[src/rtl/spi_pkg.sv]
// Shared types and constants for the SPI bus arbiter: FSM state encoding,
// word/index widths and a small helper for sizing counters.
package spi_pkg;

  localparam int SPI_WORD_W = 8;
  localparam int SLV_IDX_W  = 3;

  typedef enum logic [2:0] {
    ST_IDLE,
    ST_ARB,
    ST_SETUP,
    ST_SHIFT,
    ST_HOLD,
    ST_GAP
  } spi_state_e;

  function automatic int max2(input int a, input int b);
    return (a > b) ? a : b;
  endfunction

endpackage

[src/rtl/spi_rr_arbiter.sv]
// Combinational round-robin pick: searches req from ptr+1 upward, wrapping,
// and returns the one-hot winner plus its index.
module spi_rr_arbiter #(
  parameter int NUM_REQ = 4,
  parameter int IDX_W   = $clog2(NUM_REQ)
) (
  input  logic [NUM_REQ-1:0] req_i,
  input  logic [IDX_W-1:0]   ptr_i,
  output logic [NUM_REQ-1:0] gnt_o,
  output logic [IDX_W-1:0]   idx_o,
  output logic               valid_o
);

  int               cand;
  logic [IDX_W-1:0] cand_idx;

  // Walk from the farthest candidate to the nearest so the nearest hit wins.
  always_comb begin
    gnt_o    = '0;
    idx_o    = '0;
    valid_o  = 1'b0;
    cand     = 0;
    cand_idx = '0;
    for (int k = NUM_REQ; k >= 1; k--) begin
      cand = int'(ptr_i) + k;
      if (cand >= NUM_REQ) cand = cand - NUM_REQ;
      cand_idx = IDX_W'(cand);
      if (req_i[cand_idx]) begin
        gnt_o           = '0;
        gnt_o[cand_idx] = 1'b1;
        idx_o           = cand_idx;
        valid_o         = 1'b1;
      end
    end
  end

endmodule

[src/rtl/spi_bus_arbiter.sv]
// Shares one SPI master between NUM_REQ requesters: round-robin grant, then a
// full CS/SCLK byte transaction to the selected slave, returning the MISO byte.
module spi_bus_arbiter
  import spi_pkg::*;
#(
  parameter int NUM_REQ  = 4,
  parameter int NUM_SLV  = 2,
  parameter int CLK_DIV  = 4,
  parameter int CS_SETUP = 2,
  parameter int CS_HOLD  = 2,
  parameter int CS_GAP   = 4
) (
  input  logic                           clk,
  input  logic                           rst,
  input  logic [NUM_REQ-1:0]             req_i,
  input  logic [SPI_WORD_W*NUM_REQ-1:0]  tx_data_i,
  input  logic [SLV_IDX_W*NUM_REQ-1:0]   slv_sel_i,
  output logic [NUM_REQ-1:0]             grant_o,
  output logic [NUM_REQ-1:0]             ack_o,
  output logic [SPI_WORD_W-1:0]          rx_data_o,
  output logic                           busy_o,
  output logic                           err_o,
  output logic                           sclk_o,
  output logic                           mosi_o,
  input  logic                           miso_i,
  output logic [NUM_SLV-1:0]             cs_n_o
);

  localparam int IDX_W  = $clog2(NUM_REQ);
  localparam int PH_MAX = max2(max2(CLK_DIV, CS_SETUP), max2(CS_HOLD, CS_GAP));
  localparam int PH_W   = $clog2(PH_MAX + 1);

  spi_state_e               state_q;
  logic [IDX_W-1:0]         ptr_q;
  logic [PH_W-1:0]          phase_q;
  logic [2:0]               bit_q;
  logic [SPI_WORD_W-1:0]    tx_q;
  logic [SPI_WORD_W-1:0]    rx_q;
  logic [SPI_WORD_W-1:0]    rx_data_q;
  logic [NUM_REQ-1:0]       grant_q;
  logic [NUM_REQ-1:0]       ack_q;
  logic                     err_q;
  logic                     sclk_q;
  logic                     mosi_q;
  logic [NUM_SLV-1:0]       cs_n_q;

  logic [NUM_REQ-1:0]       win_gnt;
  logic [IDX_W-1:0]         win_idx;
  logic                     win_valid;
  logic [SPI_WORD_W-1:0]    win_tx;
  logic [SLV_IDX_W-1:0]     win_sel;

  spi_rr_arbiter #(
    .NUM_REQ (NUM_REQ),
    .IDX_W   (IDX_W)
  ) u_rr (
    .req_i   (req_i),
    .ptr_i   (ptr_q),
    .gnt_o   (win_gnt),
    .idx_o   (win_idx),
    .valid_o (win_valid)
  );

  always_comb begin
    win_tx  = tx_data_i[win_idx*SPI_WORD_W +: SPI_WORD_W];
    win_sel = slv_sel_i[win_idx*SLV_IDX_W +: SLV_IDX_W];
  end

  always_ff @(posedge clk or posedge rst) begin
    if (rst) begin
      state_q   <= ST_IDLE;
      ptr_q     <= IDX_W'(NUM_REQ - 1);
      phase_q   <= '0;
      bit_q     <= '0;
      tx_q      <= '0;
      rx_q      <= '0;
      rx_data_q <= '0;
      grant_q   <= '0;
      ack_q     <= '0;
      err_q     <= 1'b0;
      sclk_q    <= 1'b0;
      mosi_q    <= 1'b0;
      cs_n_q    <= '1;
    end else begin
      ack_q <= '0;
      err_q <= 1'b0;
      case (state_q)
        ST_IDLE: begin
          if (|req_i) state_q <= ST_ARB;
        end

        ST_ARB: begin
          phase_q <= '0;
          bit_q   <= '0;
          if (!win_valid) begin
            state_q <= ST_IDLE;
          end else begin
            grant_q <= win_gnt;
            ptr_q   <= win_idx;
            tx_q    <= win_tx;
            // An out-of-range slave completes at once without touching the pins.
            if (int'(win_sel) >= NUM_SLV) begin
              err_q   <= 1'b1;
              ack_q   <= win_gnt;
              state_q <= ST_GAP;
            end else begin
              cs_n_q  <= ~(NUM_SLV'(1) << win_sel);
              mosi_q  <= win_tx[SPI_WORD_W-1];
              state_q <= ST_SETUP;
            end
          end
        end

        ST_SETUP: begin
          if (phase_q == PH_W'(CS_SETUP - 1)) begin
            phase_q <= '0;
            state_q <= ST_SHIFT;
          end else begin
            phase_q <= phase_q + 1'b1;
          end
        end

        ST_SHIFT: begin
          if (phase_q == PH_W'(CLK_DIV - 1)) begin
            phase_q <= '0;
            if (!sclk_q) begin
              sclk_q <= 1'b1;
              rx_q   <= {rx_q[SPI_WORD_W-2:0], miso_i};
            end else begin
              // Falling edge: slave captures MOSI; present the next bit.
              sclk_q <= 1'b0;
              if (bit_q == 3'd7) begin
                state_q <= ST_HOLD;
              end else begin
                bit_q  <= bit_q + 3'd1;
                mosi_q <= tx_q[SPI_WORD_W-2];
                tx_q   <= {tx_q[SPI_WORD_W-2:0], 1'b0};
              end
            end
          end else begin
            phase_q <= phase_q + 1'b1;
          end
        end

        ST_HOLD: begin
          if (phase_q == PH_W'(CS_HOLD - 1)) begin
            phase_q   <= '0;
            cs_n_q    <= '1;
            rx_data_q <= rx_q;
            ack_q     <= grant_q;
            grant_q   <= '0;
            state_q   <= ST_GAP;
          end else begin
            phase_q <= phase_q + 1'b1;
          end
        end

        ST_GAP: begin
          grant_q <= '0;
          if (phase_q == PH_W'(CS_GAP - 1)) begin
            phase_q <= '0;
            state_q <= ST_IDLE;
          end else begin
            phase_q <= phase_q + 1'b1;
          end
        end

        default: state_q <= ST_IDLE;
      endcase
    end
  end

  assign grant_o   = grant_q;
  assign ack_o     = ack_q;
  assign rx_data_o = rx_data_q;
  assign busy_o    = (state_q != ST_IDLE);
  assign err_o     = err_q;
  assign sclk_o    = sclk_q;
  assign mosi_o    = mosi_q;
  assign cs_n_o    = cs_n_q;

endmodule

[config.mk]
export PLATFORM = sky130hd
export DESIGN_NAME = spi_bus_arbiter
export DESIGN_NICKNAME = d
export VERILOG_FILES = /design/src/rtl/spi_pkg.sv /design/src/rtl/spi_rr_arbiter.sv /design/src/rtl/spi_bus_arbiter.sv
export SDC_FILE = /design/constraint.sdc
export NUM_CORES = 1
export LEC_CHECK = 0
export BUFFER_PORTS_ARGS = -buffer_cell sky130_fd_sc_hd__buf_4
export CELL_PAD_IN_SITES_DETAIL_PLACEMENT = 0
export CELL_PAD_IN_SITES_GLOBAL_PLACEMENT = 1
export CORE_MARGIN = 2
export CORE_UTILIZATION = 35
export CTS_CLUSTER_DIAMETER = 150
export DETAILED_ROUTE_END_ITERATION = 12
export PLACE_DENSITY = 0.78
export SLEW_MARGIN = 25
export SYNTH_ARGS = -nofsm -noshare
export SYNTH_HDL_FRONTEND = slang
export SYNTH_HIERARCHICAL = 1
export SYNTH_SLANG_ARGS = --single-unit
[constraint.sdc]
create_clock -name clk -period 3.5 [get_ports clk]
set_input_delay 0.35 -clock clk [delete_from_list [all_inputs] [get_ports clk]]
set_output_delay 0.35 -clock clk [all_outputs]
set_load 0.01 [all_outputs]
==> impl_table.tex <==
\begin{tabular}{lr}
\hline
Metric & Value \\
\hline
\multicolumn{2}{l}{\textbf{Detailed routing}} \\
\quad Top layer reached by signal wires & met4 \\
\quad Met1 WL & 2.97 mm \\
\quad DRC violation count after routing & 0 \\
\quad First-pass detailed-route iteration total & 4 \\
\quad Routed length on met3 & 287 um \\
\quad Final ANT Viol Nets & 0 \\
\quad Routed WL per cell & around 14 um \\
\quad Vias per cell & 5.26 \\
\quad Number of vias after detailed routing & 2460 \\
\quad First-iteration detailed-routing DRC count & 103 \\
\quad Met2 wire length & between 3 and 4 mm \\
\quad Routed WL & 6.45 mm \\
\multicolumn{2}{l}{\textbf{GRT}} \\
\quad Total congestion overflow & 0 \\
\quad Largest net degree at the start of global routing & 48 \\
\quad Total GRT Usage & 13.6\% \\
\quad Via count of the first global-routing pass & between 2000 and 2500 \\
\quad Global-route wire length before repair & 11.0 mm \\
\quad Number of antenna violations at the first check in global routing & 0 \\
\multicolumn{2}{l}{\textbf{Synth}} \\
\quad Number of instances in the synthesized netlist & 293 \\
\quad Flip-flop cell with the highest count after synthesis & dfrtp\_1 \\
\quad Number of enable-type register cells in the synthesized netlist & 0 \\
\quad Post-synth top area cell & dfrtp\_1 \\
\quad Post-synth design cell area & a little over 0.003 mm\^{}2 \\
\quad Total nets after synthesis & 356 \\
\quad Share of the synthesized area in the top cell type & 34.8\% \\
\quad FF+latch count, synth & 47 \\
\quad Largest cells by area after synthesis & dfrtp\_1 (35\%), mux2\_2 (6.9\%), mux4\_2 (6.6\%) \\
\quad Number of unique standard cell types used by synthesis & 58 \\
\quad Sequential fraction of the synthesis area & 38.2\% \\
\quad Number of warning messages in the yosys log & 6 \\
\quad Asr flop ratio synth & between 90\% and 100\% \\
\quad Average footprint of a synthesized cell & 10.5 um\^{}2 \\
\multicolumn{2}{l}{\textbf{Setup path}} \\
\quad Most prevalent standard cell on the critical path & nand2\_1 \\
\quad Master of the slowest instance on the critical path & dfstp\_2 \\
\quad Critical Path RT & 3680 ps \\
\quad Type of the worst setup path & reg2reg \\
\quad Critical path, cell by cell & inv\_1 > ha\_2 > mux2i\_2 > o311ai\_0 > o32ai\_2 > buf\_6 > mux4\_2 > nand2\_1 > nand2\_1 > mux2\_1 \\
\quad Worst EP arrival & 3420 ps \\
\quad Setup crit end kind & flop \\
\quad Largest driver fanout on the critical path & 10 \\
\quad Startpoint type of the worst setup path & flop \\
\quad Critical path's largest stage delay & approximately 530 ps \\
\multicolumn{2}{l}{\textbf{Floorplan}} \\
\quad CORE AREA & between 0.008 and 0.009 mm\^{}2 \\
\quad I/O Pins & 73 \\
\quad Initial Util & between 30\% and 40\% \\
\quad Die H & 98.0 um \\
\quad Floorplan row count & 34 \\
\quad Die W & 98.0 um \\
\quad Die footprint & 0.00959 mm\^{}2 \\
\multicolumn{2}{l}{\textbf{Place}} \\
\quad Post-placement setup slack & 176 ps \\
\quad Routability congestion estimate & 0.768 \\
\quad \# port buffers & $\sim$70 \\
\quad Total placed cells including tap cells & 460 \\
\quad Post-DP HPWL & about 5.1 mm \\
\multicolumn{2}{l}{\textbf{Min path}} \\
\quad Class of the most critical hold timing path & in2async \\
\multicolumn{2}{l}{\textbf{Finish}} \\
\quad Layout-stage area growth over the synthesis result & 22.0\% \\
\quad Final cell utilization of the core & 43.6\% \\
\quad Post-route non-filler standard cell count & 468 \\
\quad Final net count & 422 \\
\quad Commonest cells after routing, fill and taps aside & buf\_4 (76), dfrtp\_1 (43), nand2\_1 (30) \\
\quad Count of antenna diodes in the layout & 0 \\
\quad Most frequent standard cell in the layout excluding fill and tap cells & buf\_4 \\
\quad Total of fill cells in the finished design & 850 \\
\quad Share of cells above drive strength 1 & 35.8\% \\
\multicolumn{2}{l}{\textbf{Flow run}} \\
\quad Number of max-cap violations & 0 \\
\multicolumn{2}{l}{\textbf{Timing}} \\
\quad Fin. max-slew vios & 0 \\
\quad Fin Setup TNS & 0 ps \\
\quad Clock tree skew after final layout & about 8 ps \\
\quad Final worst-path setup slack & 261 ps \\
\quad Unrepaired setup endpoints after global routing & false \\
\quad Worst Tran Pin Value & 799 ps \\
\quad Final critical-path share of the clock period & between 90\% and 100\% \\
\quad Minimum clock period after layout & 3240 ps \\
\quad Hold violation count in the final report & 0 \\
\quad Timing-limited maximum frequency & 309 MHz \\
\quad Tightest slew margin relative to the limit & between 40 and 50\% \\
\quad Total of endpoints with negative setup slack in the final report & 0 \\
\multicolumn{2}{l}{\textbf{Power and ir drop}} \\
\quad Static leakage & 1.72 nW \\
\quad Peak ir drop on the vdd network & 256 uV \\
\quad Pwr Density & 781 mW/mm\^{}2 \\
\multicolumn{2}{l}{\textbf{Clock network}} \\
\quad CTS root buf & clkbuf\_8 \\
\quad Sinks on the clock net & 47 \\
\quad Worst skew pair latency & 290 ps \\
\quad Post-CTS Repair Setup Buffers & 0 \\
\quad Clock tree from TritonCTS & done \\
\quad Clock H-tree levels & 2 \\
\quad Clock buffers created by TritonCTS & 5 \\
\quad Clk buf depth & 2 \\
\quad Clock-pin slew of the registers on the worst-case setup and hold paths & 80 ps \\
\multicolumn{2}{l}{\textbf{Status}} \\
\quad Status & complete, no violations \\
\hline
\end{tabular}
critical path: cells and delay by family (launching register included):
kind            cells  cell delay [ps]
compound gates      2              480
fa+ha+maj           1              450
buf+inv             2              330
flops               1              530
mux                 3             1180
simple gates        2              150
final timing paths:
check	startpoint	end	slack (ps)	cells past startpoint
worst max-delay path	ptr_q[1]$_DFFE_PP1P_	mosi_o$_DFFE_PP0P_	260	10
worst min-delay path	rst	grant_o[1]$_DFFE_PP0P_	180	2
worst max register to register	ptr_q[1]$_DFFE_PP1P_	mosi_o$_DFFE_PP0P_	260	10
worst min register to register	rx_data_o[2]$_DFFE_PP0P_	rx_data_o[2]$_DFFE_PP0P_	510	1
max in group asynchronous	rst	phase_q[1]$_DFFE_PP0P_	2830	2
min in group clk	miso_i	rx_q[0]$_DFFE_PP0P_	300	2
registers in the layout (all words and copies together) (netlist names), 2 cells and up:
| register | flops |
|---|---|
| bit_q | 3 |
| tx_q | 7 |
| ptr_q | 2 |
| cs_n_o | 2 |
| ack_o | 4 |
| grant_o | 4 |
| rx_data_o | 8 |
| rx_q | 8 |
| state_q | 3 |
| phase_q | 3 |
synthesized netlist by cell type, types with 2 or more instances:
library cell	number
dfrtp_1	43
o21ai_0	7
inv_1	17
buf_4	4
and3b_1	2
nor4b_1	3
a21oi_1	11
nor2_1	19
nand3_1	3
a22oi_1	2
nor2b_1	2
o31ai_1	2
mux2_2	19
mux4_2	9
nand4_1	2
a211oi_1	5
mux2i_1	12
a31oi_1	6
xnor2_1	2
nand2_1	30
nand2b_1	8
nor3_1	4
a22o_1	5
buf_2	5
ha_1	12
nor3b_1	3
mux2i_2	2
dfstp_2	4
nor4_1	2
buf_6	6
nand3b_1	3
o2bb2ai_1	5
o22ai_1	9
where the power goes:
| group | switching [mW] | internal [mW] | total [mW] |
|---|---|---|---|
| Combinational | 0.903 | 0.857 | 1.76 |
| Sequential | 0.151 | 0.717 | 0.868 |
| Clock | 0.175 | 0.141 | 0.316 |
kinds of logic after synthesis:
logic type	share of synthesized area [%]
buffers and inverters	6.72
AOI/OAI and AO/OA	15.1
and+or+nand+nor	15.4
muxes	19.1
xor gates and xnor gates	0.567
DFF	38.2
adders and majority gates	4.86
layer usage:
| metal | GRT usage (%) | vias up |
|---|---|---|
| met2 | 23.8 | 58 |
| met4 | 2.56 | 0 |
| met3 | 3.01 | 2 |
| li1 | - | 1202 |
| met1 | 17.3 | 1198 |
| met5 | 0 | - |
metrics by stage:
| step | hold WS, ps | cell area, um^2 | power, mW |
|---|---|---|---|
| finish | 182 | 3770 | 2.94 |
| detailed placement | 499 | 3670 | 2.64 |
| floorplan | 473 | 3090 | 2.28 |
| global placement | 487 | 3670 | 2.60 |
| CTS | 284 | 3750 | 2.97 |
| global route | 238 | 3770 | 3.20 |
area by class of cell:
| type | instances | area [um^2] | share of cell area [%] |
|---|---|---|---|
| multi-input combinational | 211 | 1720 | 45.6 |
| clock buffer | 6 | 72.6 | 1.93 |
| timing repair buffer | 77 | 582 | 15.4 |
| inverter | 17 | 65.1 | 1.73 |
| tap | 108 | 135 | 3.59 |
| clock inverter | 2 | 13.8 | 0.365 |
| sequential | 47 | 1180 | 31.3 |
repair_timing:
| action | in CTS | in global routing |
|---|---|---|
| endpoints found under the setup margin | 0 | 7 |
| hold buffers | 0 | 0 |
| resized for setup | 0 | 3 |
(Power assumes the default switching activity.)
